===== src/rtl/elevator_car_ctrl_if.sv =====
// Floor-call handshake between a call source and the elevator car controller.
// The source drives valid/floor; the controller returns ready and an error pulse.
interface elevator_car_ctrl_if #(
    parameter int FLOOR_W = 4
) ();
    logic               call_valid;
    logic [FLOOR_W-1:0] call_floor;
    logic               call_ready;
    logic               call_err;

    modport master (output call_valid, call_floor, input call_ready, call_err);
    modport slave  (input call_valid, call_floor, output call_ready, call_err);
endinterface


===== src/rtl/elevator_car_ctrl.sv =====
// Single-car elevator controller: call handshake, timed floor stepping, door dwell,
// secure-floor code check with lockout, temperature maintenance flag, 7-segment floor display.
module elevator_car_ctrl #(
    parameter int NUM_FLOORS    = 16,
    parameter int FLOOR_W       = 4,
    parameter int SECURE_FLOOR  = 10,
    parameter int CODE_W        = 14,
    parameter int TEMP_W        = 8,
    parameter int TEMP_HI       = 85,
    parameter int TEMP_LO       = 55,
    parameter int TRAVEL_CYCLES = 4,
    parameter int DOOR_CYCLES   = 8,
    parameter int MAX_FAILS     = 3
) (
    input  logic                clk,
    input  logic                reset,
    elevator_car_ctrl_if.slave  call,
    input  logic [CODE_W-1:0]   input_code,
    input  logic                update_enable,
    input  logic                check_permission,
    input  logic [TEMP_W-1:0]   temperature,
    output logic [FLOOR_W-1:0]  current_floor,
    output logic                move_up,
    output logic                move_down,
    output logic                door_open,
    output logic                secure,
    output logic                reject,
    output logic                lockout,
    output logic                maintenance_request,
    output logic [13:0]         floor_display
);
    localparam int TCW = (TRAVEL_CYCLES > 1) ? $clog2(TRAVEL_CYCLES) : 1;
    localparam int DCW = (DOOR_CYCLES > 1) ? $clog2(DOOR_CYCLES) : 1;
    localparam int FCW = $clog2(MAX_FAILS + 1);
    localparam logic [FLOOR_W:0]   NUM_F       = (FLOOR_W+1)'(NUM_FLOORS);
    localparam logic [FLOOR_W-1:0] SEC_F       = FLOOR_W'(SECURE_FLOOR);
    localparam logic [TCW-1:0]     TRAVEL_LAST = TCW'(TRAVEL_CYCLES - 1);
    localparam logic [DCW-1:0]     DOOR_LAST   = DCW'(DOOR_CYCLES - 1);
    localparam logic [FCW-1:0]     FAIL_LAST   = FCW'(MAX_FAILS - 1);

    typedef enum logic [1:0] {ST_IDLE, ST_MOVE, ST_DOOR} state_t;

    state_t             r_state, w_state_next;
    logic [FLOOR_W-1:0] r_target;
    logic [TCW-1:0]     r_travel_cnt;
    logic [DCW-1:0]     r_door_cnt;
    logic [CODE_W-1:0]  r_master_code;
    logic [FCW-1:0]     r_fail_cnt;
    logic               r_auth;

    logic               w_accept, w_bad_floor, w_is_secure, w_call_err, w_call_go;
    logic               w_travel_done, w_door_done;
    logic [FLOOR_W-1:0] w_next_floor;
    logic [3:0]         w_tens, w_ones;

    function automatic logic [6:0] seg7(input logic [3:0] d);
        case (d)
            4'd0:    seg7 = 7'b0111111;
            4'd1:    seg7 = 7'b0000110;
            4'd2:    seg7 = 7'b1011011;
            4'd3:    seg7 = 7'b1001111;
            4'd4:    seg7 = 7'b1100110;
            4'd5:    seg7 = 7'b1101101;
            4'd6:    seg7 = 7'b1111101;
            4'd7:    seg7 = 7'b0000111;
            4'd8:    seg7 = 7'b1111111;
            4'd9:    seg7 = 7'b1101111;
            default: seg7 = 7'b0000000;
        endcase
    endfunction

    always_comb begin
        call.call_ready = (r_state == ST_IDLE) && !maintenance_request;
        w_accept        = call.call_valid && call.call_ready;
        w_bad_floor     = {1'b0, call.call_floor} >= NUM_F;
        w_is_secure     = call.call_floor == SEC_F;
        w_call_err      = w_accept && (w_bad_floor || (w_is_secure && !r_auth));
        w_call_go       = w_accept && !w_call_err;
        w_travel_done   = r_travel_cnt == TRAVEL_LAST;
        w_door_done     = r_door_cnt == DOOR_LAST;
        w_next_floor    = (r_target > current_floor) ? current_floor + 1'b1
                                                     : current_floor - 1'b1;
        w_tens          = 4'(int'(current_floor) / 10);
        w_ones          = 4'(int'(current_floor) % 10);
    end

    always_comb begin
        w_state_next = r_state;
        move_up      = 1'b0;
        move_down    = 1'b0;
        door_open    = 1'b0;
        case (r_state)
            ST_IDLE: begin
                if (w_call_go)
                    w_state_next = (call.call_floor == current_floor) ? ST_DOOR : ST_MOVE;
            end
            ST_MOVE: begin
                move_up   = r_target > current_floor;
                move_down = r_target < current_floor;
                if (w_travel_done && (w_next_floor == r_target))
                    w_state_next = ST_DOOR;
            end
            ST_DOOR: begin
                door_open = 1'b1;
                if (w_door_done)
                    w_state_next = ST_IDLE;
            end
            default: w_state_next = ST_IDLE;
        endcase
    end

    always_ff @(posedge clk) begin
        if (!reset) begin
            r_state             <= ST_IDLE;
            r_target            <= '0;
            r_travel_cnt        <= '0;
            r_door_cnt          <= '0;
            current_floor       <= '0;
            call.call_err       <= 1'b0;
            maintenance_request <= 1'b0;
            r_master_code       <= '0;
            r_fail_cnt          <= '0;
            r_auth              <= 1'b0;
            secure              <= 1'b0;
            reject              <= 1'b0;
            lockout             <= 1'b0;
            floor_display       <= {7'b0000000, 7'b0111111};
        end else begin
            r_state             <= w_state_next;
            call.call_err       <= w_call_err;
            maintenance_request <= (temperature >= TEMP_W'(TEMP_HI)) ||
                                   (temperature <= TEMP_W'(TEMP_LO));
            floor_display       <= {(w_tens == 4'd0) ? 7'b0000000 : seg7(w_tens), seg7(w_ones)};

            if (w_call_go)
                r_target <= call.call_floor;

            if (r_state == ST_MOVE) begin
                if (w_travel_done) begin
                    r_travel_cnt  <= '0;
                    current_floor <= w_next_floor;
                end else begin
                    r_travel_cnt <= r_travel_cnt + 1'b1;
                end
            end else begin
                r_travel_cnt <= '0;
            end

            if ((r_state == ST_DOOR) && !w_door_done)
                r_door_cnt <= r_door_cnt + 1'b1;
            else
                r_door_cnt <= '0;

            // Secure-floor use consumes the grant; a match in the same cycle re-grants below.
            if (w_call_go && w_is_secure)
                r_auth <= 1'b0;

            secure <= 1'b0;
            reject <= 1'b0;
            if (!lockout) begin
                if (update_enable) begin
                    r_master_code <= input_code;
                end else if (check_permission) begin
                    if (input_code == r_master_code) begin
                        secure     <= 1'b1;
                        r_fail_cnt <= '0;
                        r_auth     <= 1'b1;
                    end else begin
                        reject     <= 1'b1;
                        r_fail_cnt <= r_fail_cnt + 1'b1;
                        if (r_fail_cnt == FAIL_LAST) begin
                            lockout <= 1'b1;
                            r_auth  <= 1'b0;
                        end
                    end
                end
            end
        end
    end
endmodule

===== src/flat_wrapper.sv =====
// flat-port wrapper written by rule: the top's interface ports become plain ports
module elevator_car_ctrl_flat 
#(
    parameter int NUM_FLOORS    = 16,
    parameter int FLOOR_W       = 4,
    parameter int SECURE_FLOOR  = 10,
    parameter int CODE_W        = 14,
    parameter int TEMP_W        = 8,
    parameter int TEMP_HI       = 85,
    parameter int TEMP_LO       = 55,
    parameter int TRAVEL_CYCLES = 4,
    parameter int DOOR_CYCLES   = 8,
    parameter int MAX_FAILS     = 3
)
  (clk, reset, input_code, update_enable, check_permission, temperature, current_floor, move_up, move_down, door_open, secure, reject, lockout, maintenance_request, floor_display, call_call_valid, call_call_floor, call_call_ready, call_call_err);
  elevator_car_ctrl_if #(.FLOOR_W(FLOOR_W)) call_i ();
  input  logic clk;
  input  logic reset;
  input  logic [CODE_W-1:0] input_code;
  input  logic update_enable;
  input  logic check_permission;
  input  logic [TEMP_W-1:0] temperature;
  output logic [FLOOR_W-1:0] current_floor;
  output logic move_up;
  output logic move_down;
  output logic door_open;
  output logic secure;
  output logic reject;
  output logic lockout;
  output logic maintenance_request;
  output logic [13:0] floor_display;
  input wire logic [$bits(call_i.call_valid)-1:0] call_call_valid;
  input wire logic [$bits(call_i.call_floor)-1:0] call_call_floor;
  output wire logic [$bits(call_i.call_ready)-1:0] call_call_ready;
  output wire logic [$bits(call_i.call_err)-1:0] call_call_err;
  assign call_i.call_valid = call_call_valid;
  assign call_i.call_floor = call_call_floor;
  assign call_call_ready = call_i.call_ready;
  assign call_call_err = call_i.call_err;
  elevator_car_ctrl #(.NUM_FLOORS(NUM_FLOORS), .FLOOR_W(FLOOR_W), .SECURE_FLOOR(SECURE_FLOOR), .CODE_W(CODE_W), .TEMP_W(TEMP_W), .TEMP_HI(TEMP_HI), .TEMP_LO(TEMP_LO), .TRAVEL_CYCLES(TRAVEL_CYCLES), .DOOR_CYCLES(DOOR_CYCLES), .MAX_FAILS(MAX_FAILS)) u_core (.clk(clk), .reset(reset), .call(call_i), .input_code(input_code), .update_enable(update_enable), .check_permission(check_permission), .temperature(temperature), .current_floor(current_floor), .move_up(move_up), .move_down(move_down), .door_open(door_open), .secure(secure), .reject(reject), .lockout(lockout), .maintenance_request(maintenance_request), .floor_display(floor_display));
endmodule

===== config.mk =====
export PLATFORM = sky130hd
export DESIGN_NAME = elevator_car_ctrl_flat
export DESIGN_NICKNAME = d
export VERILOG_FILES = /design/src/rtl/elevator_car_ctrl_if.sv /design/src/rtl/elevator_car_ctrl.sv /design/src/flat_wrapper.sv
export SDC_FILE = /design/constraint.sdc
export NUM_CORES = 1
export LEC_CHECK = 0
export ABC_AREA = 1
export CAP_MARGIN = 5
export CORE_MARGIN = 2
export CORE_UTILIZATION = 45
export CTS_CLUSTER_SIZE = 12
export DETAILED_ROUTE_END_ITERATION = 12
export PLACE_DENSITY = 0.73
export SLEW_MARGIN = 25
export SYNTH_ARGS = -nofsm -noshare
export SYNTH_HDL_FRONTEND = slang
export SYNTH_SLANG_ARGS = --single-unit

===== constraint.sdc =====
create_clock -name clk -period 2.3 [get_ports clk]
set_input_delay 0.575 -clock clk [delete_from_list [all_inputs] [get_ports clk]]
set_output_delay 0.575 -clock clk [all_outputs]
set_load 0.02 [all_outputs]

==> results.md, run 1 <==
* Status: finished clean
* Routed length per instance at 12.2 µm
* Asr flop ratio synth at 0%
* Simple-gate area share of the yosys netlist at 23.2%
* Vias/cell at 4.92
* Worst Tran Pin Value at 553 ps
* Clk buf depth at 2
* H-tree depth at 2
* Clock Sink Count at 46
* Nets at 454
* Min Tclk post-route at 2260 ps
* Most frequent cell on the critical path: nand2_1
* Slew Viols, Final at 0
* Comb power frac at 37.6%
* Die ar. at 0.00600 mm²
* Crit-path leading delay family: adder cells
* Routability cong. at 0.891
* Switching Share at 33.5%
* Post-CTS Hold Buffers at 0
* Max-slew headroom at 62.9%
* Detailed Route Iter0 Violations at 98
* Net Switching at 0.000737 W
* Worst slack, placed at -55.9 ps
* I/O Buffers at 56
* Initial antenna violation count at 0
* Leak Pwr at 1.48 nW
* Max Freq at 442 MHz
* Clock Skew at 3.36 ps
* RSZ-0062 raised after global routing: yes
* Worst Path Buf+Inv at 4
* Core Util, Final at 65.6%
* GRT Total Usage at 19.1%
* Register share of total power at 40.9%
* Area of the multi-input gates at 0.00141 mm²
* Clk pwr share at 21.5%
* Yosys reg bits at 46
* Root Buffer Master: clkbuf_8
* Main synth FF type: dfxtp_1
* Post-synthesis xor/xnor area fraction at 3.96%
* Core area at 0.00517 mm²
* CP max stage delay at 440 ps
* Compound-gate portion of the synthesized area at 14.9%
* Clk slew on worst S/H paths at 80 ps
* Die Y at 77.5 µm
* Worst vdd ir at 307 µV
* Num CTS Buffers at 5
* First-pass GRT wire length at 9.29 mm
* Worst Path Max Fanout at 3
* Row cnt at 26
* Final setup fails at 0
* Post-synthesis mux area share at 0%
* DP HPWL at 4.15 mm
* Final Cycle Share at 98.4%
* Post-synth EDFFs at 0
* HP Class: reg -> reg
* Number of diodes at 0
* Clock latency at the later pin of the worst-skew pair at 300 ps
* Critical path arrival at 2460 ps
* Post-Syn Area at 0.00243 mm²
* PnR worst setup slack at 35.7 ps
* Via Count at 2,343
* Initial Util at 47.0%
* Detailed Route WL at 5.83 mm
* Cell count after synthesis at 333
* Largest family of logic cells by synthesized area: simple AND/OR/NAND/NOR gates
* Max-Cap Viols at 0
* CTS tree: done
* Slowest stage cell, crit path: fa_1
* # IOs at 58
* Area Growth Syn to Fin at 39.7%
* Vias in the first global route at 2,130
* Worst Setup Start Kind: flip-flop
* Final Power at 0.00220 W
* Netlist cell types at 38
* Antenna Nets Post-Route at 0
* Die W at 77.5 µm
* CP Class: reg -> reg
* Final Hold Vio Count at 0
* DRC at 0
* Worst path cell trace: inv_4 > ha_4 > nand2_4 > inv_4 > nand2_4 > a21oi_4 > fa_1 > inv_2 > o21ai_2 > a21oi_2 > nand2_1 > nor2_1 > nand3_1 > nand2_1 > o21ai_1 > nand2_1 > inv_1
* P_int at 0.00146 W
* Synth warn at 0
* Critical Path Sink Type: flip-flop
* Grt ovf at 0
* Largest net degree at the start of global routing at 29
* FILL cells at 441
* Share of layout cells above drive strength 1 at 17.0%
* Data required, critical path at 2500 ps
* Mapped Avg Cell Area at 7.30 µm²
* Pre-antenna DRT Iters at 4
* Pwr Density at 647 mW/mm²
* Sequential fraction of the synthesis area at 37.9%
* Sequential Area at 933 µm²
* Fraction of the mapped netlist area in adder cells at 9.58%
[synth_stat cells (all sizes together) (4+ instances only)]
master | n | area [µm²]
ha | 17 | 213
dfxtp | 46 | 921
nor2 | 58 | 235
a21oi | 23 | 119
inv | 50 | 190
buf | 6 | 42.5
clkbuf | 4 | 15.0
or2 | 4 | 25.0
xnor2 | 8 | 70.1
nand2 | 50 | 195
o21ai | 35 | 186
nand3 | 10 | 50.1
nor3 | 4 | 25.0
[layout by cell type (no fill, tap or decap), types with 5 or more instances in the layout]
cell,n
nor2_1,53
xnor2_1,8
nand3_1,8
inv_2,6
o21ai_0,29
ha_4,5
a21oi_1,19
buf_4,18
inv_1,41
nand2_1,43
ha_1,12
clkdlybuf4s50_1,54
dfxtp_1,42
clkbuf_8,5
[cell families after synthesis]
kind of cell / Yosys count
simple gates: 131
compound gates: 65
buf+inv: 61
flops: 46
fa+ha+maj: 18
xor+xnor: 11
other cells: 1
[layer usage]
metal | track usage, % | share of wire (%) | vias to the layer above
li1 | - | - | 1199
met1 | 22.9 | 43 | 1054
met2 | 33.7 | 49 | 74
met3 | 3.84 | 5.7 | 16
met4 | 7.14 | 2.2 | 0
met5 | 0 | 0 | -
[power groups by stage]
stage	combinational, W	sequential, W	clock (W)
global placement	0.000562	0.000906	0
CTS	0.000661	0.000897	0.000492
detailed placement	0.000570	0.000910	0
global route	0.000896	0.000907	0.000525
finish	0.000827	0.000899	0.000472
floorplan	0.000360	0.000904	0
[final timing paths]
kind	cells after the start	slack, ps	from	end
worst max-delay path	17	40	u_core.current_floor[3]	u_core.r_state[0]
worst min-delay path	1	420	u_core.r_travel_cnt[0]	u_core.r_travel_cnt[0]
worst max register to register	17	40	u_core.current_floor[3]	u_core.r_state[0]
worst min register to register	1	420	u_core.r_travel_cnt[0]	u_core.r_travel_cnt[0]
[flip-flops by register name, indices dropped and copies added, names as in the netlist, 2 cells and up]
signal,cells
u_core.current_floor,4
u_core.r_door_cnt,3
u_core.r_travel_cnt,2
u_core.r_target,4
u_core.r_master_code,14
u_core.r_state,2
u_core.floor_display,9
u_core.r_fail_cnt,2
[layout make-up]
cell class / count / share of cell area, %
Clock buffer: 8 / 2.36
Inverter: 51 / 5.86
Multi-Input combinational cell: 227 / 41.5
Sequential cell: 46 / 27.5
Tap cell: 70 / 2.58
Timing Repair Buffer: 74 / 20.2
[worst register-to-register path: stages, from the launching register on]
cell	delay, ps
dfxtp_4	360
inv_4	40
ha_4	290
nand2_4	50
inv_4	70
nand2_4	70
a21oi_4	140
fa_1	440
inv_2	100
o21ai_2	60
a21oi_2	100
nand2_1	50
nor2_1	90
nand3_1	80
nand2_1	70
o21ai_1	60
nand2_1	60
inv_1	40
[per-stage QoR]
stage / instance area (µm²) / TNS [ps] / cells / hold WS, ps
6_report: 3390 / 0 / 476 / 424
2_1_floorplan: 2450 / 0 / 334 / 398
3_5_place_dp: 3130 / -92.3 / 462 / 419
4_1_cts: 3300 / -7.79 / 473 / 431
5_1_grt: 3390 / -277 / 476 / 456
3_3_place_gp: 3130 / -43.3 / 462 / 406
[timing repair]
action	4_1_cts	5_1_grt
endpoints found under the setup margin	5	5
pin swaps	9	11
resized for setup	18	22
setup buffers	3	3
No activity file was read; power rests on OpenSTA's default activity.
==> run 2: changes to the inputs <==
==> constraint.sdc (replaced) <==
create_clock -name clk -period 2.3 [get_ports clk]
set_input_delay 0.575 -clock clk [delete_from_list [all_inputs] [get_ports clk]]
set_output_delay 0.575 -clock clk [all_outputs]
set_load 0.05 [all_outputs]
==> run 2 against run 1 <==
The run now ends with negative setup slack left; first-iteration DRC count rose by 8.2%; core utilization rose by 0.90 points; power rose by 5.7%; die area did not move; clock-buffer cell count did not move; combinational power rose by 5.4%; global-route usage rose by 0.12 points; design area rose by 1.4%; fmax fell by 5.5%; sequential power barely moved; clock skew rose by 0.63 ps.
==> results.md, run 2 (synthesized netlist as in run 1, its figures left out) <==
* Die ar. at 0.00600 mm² (unchanged)
* Worst Hold Depth at 1 (unchanged)
* Antenna Nets Post-Route at 0 (unchanged)
* Area after DPL at 0.00322 mm² (was 0.00313 mm²)
* Max-slew headroom at 64.3% (was 62.9%)
* GRT Total Usage at 19.3% (was 19.1%)
* Final std cells w/o fill at 475 (was 476)
* Share of layout cells above drive strength 1 at 18.0% (was 17.0%)
* Final Cycle Share at 104% (was 98.4%)
* Final setup fails at 4 (was 0)
* Start point of the critical path: u_core.r_target[3] (was u_core.current_floor[3])
* Net Switching at 0.000820 W (was 0.000737 W)
* Largest net degree at the start of global routing at 16 (was 29)
* I/O Buffers at 56 (unchanged)
* PnR worst setup slack at -95.0 ps (was 35.7 ps)
* Grt ovf at 0 (unchanged)
* Num CTS Buffers at 5 (unchanged)
* Data required, critical path at 2510 ps (was 2500 ps)
* P_int at 0.00150 W (was 0.00146 W)
* Commonest cells after routing, fill and taps aside: clkdlybuf4s50_1 (52), nor2_1 (51), nand2_1 (43), inv_1 (41), dfxtp_1 (41) (was clkdlybuf4s50_1 (54), nor2_1 (53), nand2_1 (43), dfxtp_1 (42), inv_1 (41))
* Max FFs per register at 14 (unchanged)
* Clk pwr share at 23.8% (was 21.5%)
* Vias/cell at 4.91 (was 4.92)
* Register share of total power at 38.6% (was 40.9%)
* Biggest register: u_core.r_master_code (unchanged)
* Finished Cell Area at 0.00344 mm² (was 0.00339 mm²)
* Worst reg2reg path endpoint: u_core.r_state[0] (unchanged)
* Leak Pwr at 1.49 nW (was 1.48 nW)
* Worst Reg-to-Reg Cells at 17 (unchanged)
* Max-Cap Viols at 0 (unchanged)
* Root Buffer Master: clkbuf_8 (unchanged)
* Switching Share at 35.3% (was 33.5%)
* Row cnt at 26 (unchanged)
* Clk slew on worst S/H paths at 80 ps (about the same)
* Detailed Route WL at 5.78 mm (was 5.83 mm)
* HP Class: reg -> reg (unchanged)
* CTS tree: done (unchanged)
* Core Util, Final at 66.5% (was 65.6%)
* Hold EP: u_core.r_door_cnt[0] (was u_core.r_travel_cnt[0])
* Max Freq at 418 MHz (was 442 MHz)
* Critical path arrival at 2600 ps (was 2460 ps)
* R2R setup slack at -100 ps (was 40 ps)
* Clock latency at the later pin of the worst-skew pair at 300 ps (about the same)
* Initial Util at 47.0% (unchanged)
* Number of diodes at 0 (unchanged)
* Worst Tran Pin Value at 532 ps (was 553 ps)
* Core area at 0.00517 mm² (unchanged)
* Die Y at 77.5 µm (unchanged)
* Routed length per instance at 12.2 µm (about the same)
* Vias in the first global route at 2,213 (was 2,130)
* RSZ-0062 raised after global routing: yes (unchanged)
* CP Class: reg -> reg (unchanged)
* Worst Setup Start Kind: flip-flop (unchanged)
* Min Tclk post-route at 2400 ps (was 2260 ps)
* Hold_sp: u_core.r_door_cnt[0] (was u_core.r_travel_cnt[0])
* DRC at 0 (unchanged)
* First-pass GRT wire length at 9.40 mm (was 9.29 mm)
* Setup tns final at -173 ps (was 0 ps)
* Post-CTS Hold Buffers at 0 (unchanged)
* DP HPWL at 4.17 mm (was 4.15 mm)
* Clock Skew at 3.99 ps (was 3.36 ps)
* Dpl cells at 462 (unchanged)
* Worst Path Max Fanout at 3 (unchanged)
* Slew Viols, Final at 0 (unchanged)
* Biggest registers after layout: u_core.r_master_code: 14 flops, u_core.floor_display: 9 flops (unchanged)
* Detailed Route Iter0 Violations at 106 (was 98)
* Most common cell after layout, fill and taps aside: clkdlybuf4s50_1 (unchanged)
* FF-to-FF Start: u_core.r_target[3] (was u_core.current_floor[3])
* # IOs at 58 (unchanged)
* Pwr Density at 675 mW/mm² (was 647 mW/mm²)
* Nets at 453 (was 454)
* Failing checks: negative setup slack
* Via Count at 2,330 (was 2,343)
* Comb power frac at 37.6% (about the same)
* Area Growth Syn to Fin at 41.6% (was 39.7%)
* Status: complete, but fails checks (was finished clean)
* Clk buf depth at 2 (unchanged)
* Critical Path Sink Type: flip-flop (unchanged)
* Die W at 77.5 µm (unchanged)
* Worst vdd ir at 388 µV (was 307 µV)
* Initial antenna violation count at 0 (unchanged)
* Final Power at 0.00232 W (was 0.00220 W)
* Final Hold Vio Count at 0 (unchanged)
* H-tree depth at 2 (unchanged)
* Routability cong. at 0.914 (was 0.891)
* Clock Sink Count at 46 (unchanged)
* Pre-antenna DRT Iters at 4 (unchanged)
run 2: worst max-delay path by stage:
stage                              endpoint  slack (ps)  cells past startpoint
after floorplan           u_core.r_state[0]         -30                     17
after global placement    u_core.r_state[1]          60                     16
after detailed placement  u_core.r_state[0]         -20                     17
after CTS                           move_up           5                     10
after global routing      u_core.r_state[0]        -270                     18
final                     u_core.r_state[0]        -100                     17
run 2: metrics by stage:
step           worst slack, ps  hold WS [ps]
3_3_place_gp              61.8           406
4_1_cts                   5.33           435
6_report                 -95.0           428
2_1_floorplan            -29.8           398
5_1_grt                   -272           468
3_5_place_dp             -16.7           422
run 2: layout make-up:
cell class	count	area, µm²
Fill cell	443	1730
Multi-Input combinational cell	227	1410
Sequential cell	46	935
Timing Repair Buffer	73	703
Inverter	51	206
Clock buffer	8	101
Tap cell	70	87.6
run 2: what timing repair did:
| item | 4_1_cts | 5_1_grt |
|---|---|---|
| gates resized for setup | 7 | 14 |
| buffers inserted | 0 | 5 |
| setup endpoints to repair | 3 | 4 |
| pin swaps | 2 | 12 |
run 2: power by group through the flow:
| stage | Sequential (W) | Clock, W | Combinational [W] |
|---|---|---|---|
| 6_report | 0.000897 | 0.000553 | 0.000872 |
| 5_1_grt | 0.000905 | 0.000596 | 0.000948 |
| 4_1_cts | 0.000895 | 0.000562 | 0.000742 |
| 3_5_place_dp | 0.000911 | 0 | 0.000704 |
| 3_3_place_gp | 0.000910 | 0 | 0.000684 |
| 2_1_floorplan | 0.000917 | 0 | 0.000448 |
run 2: critical path, stage by stage (launching register included):
cell     delay, ps
dfxtp_1        430
ha_4           250
nand2_4         60
inv_4           50
nand3_4         70
inv_2           50
a21oi_4        140
fa_1           450
inv_2           90
o21ai_2         50
a21oi_1        170
nand2_1         80
nor2_1         100
nand3_1         80
nand2_1         70
o21ai_1         60
nand2_1         60
inv_1           30
run 2: per-layer routing:
layer	share of wire (%)	track usage, %
met5	0	0
met3	5.7	3.72
met1	42	22.9
met2	49	34.6
met4	2.5	6.61
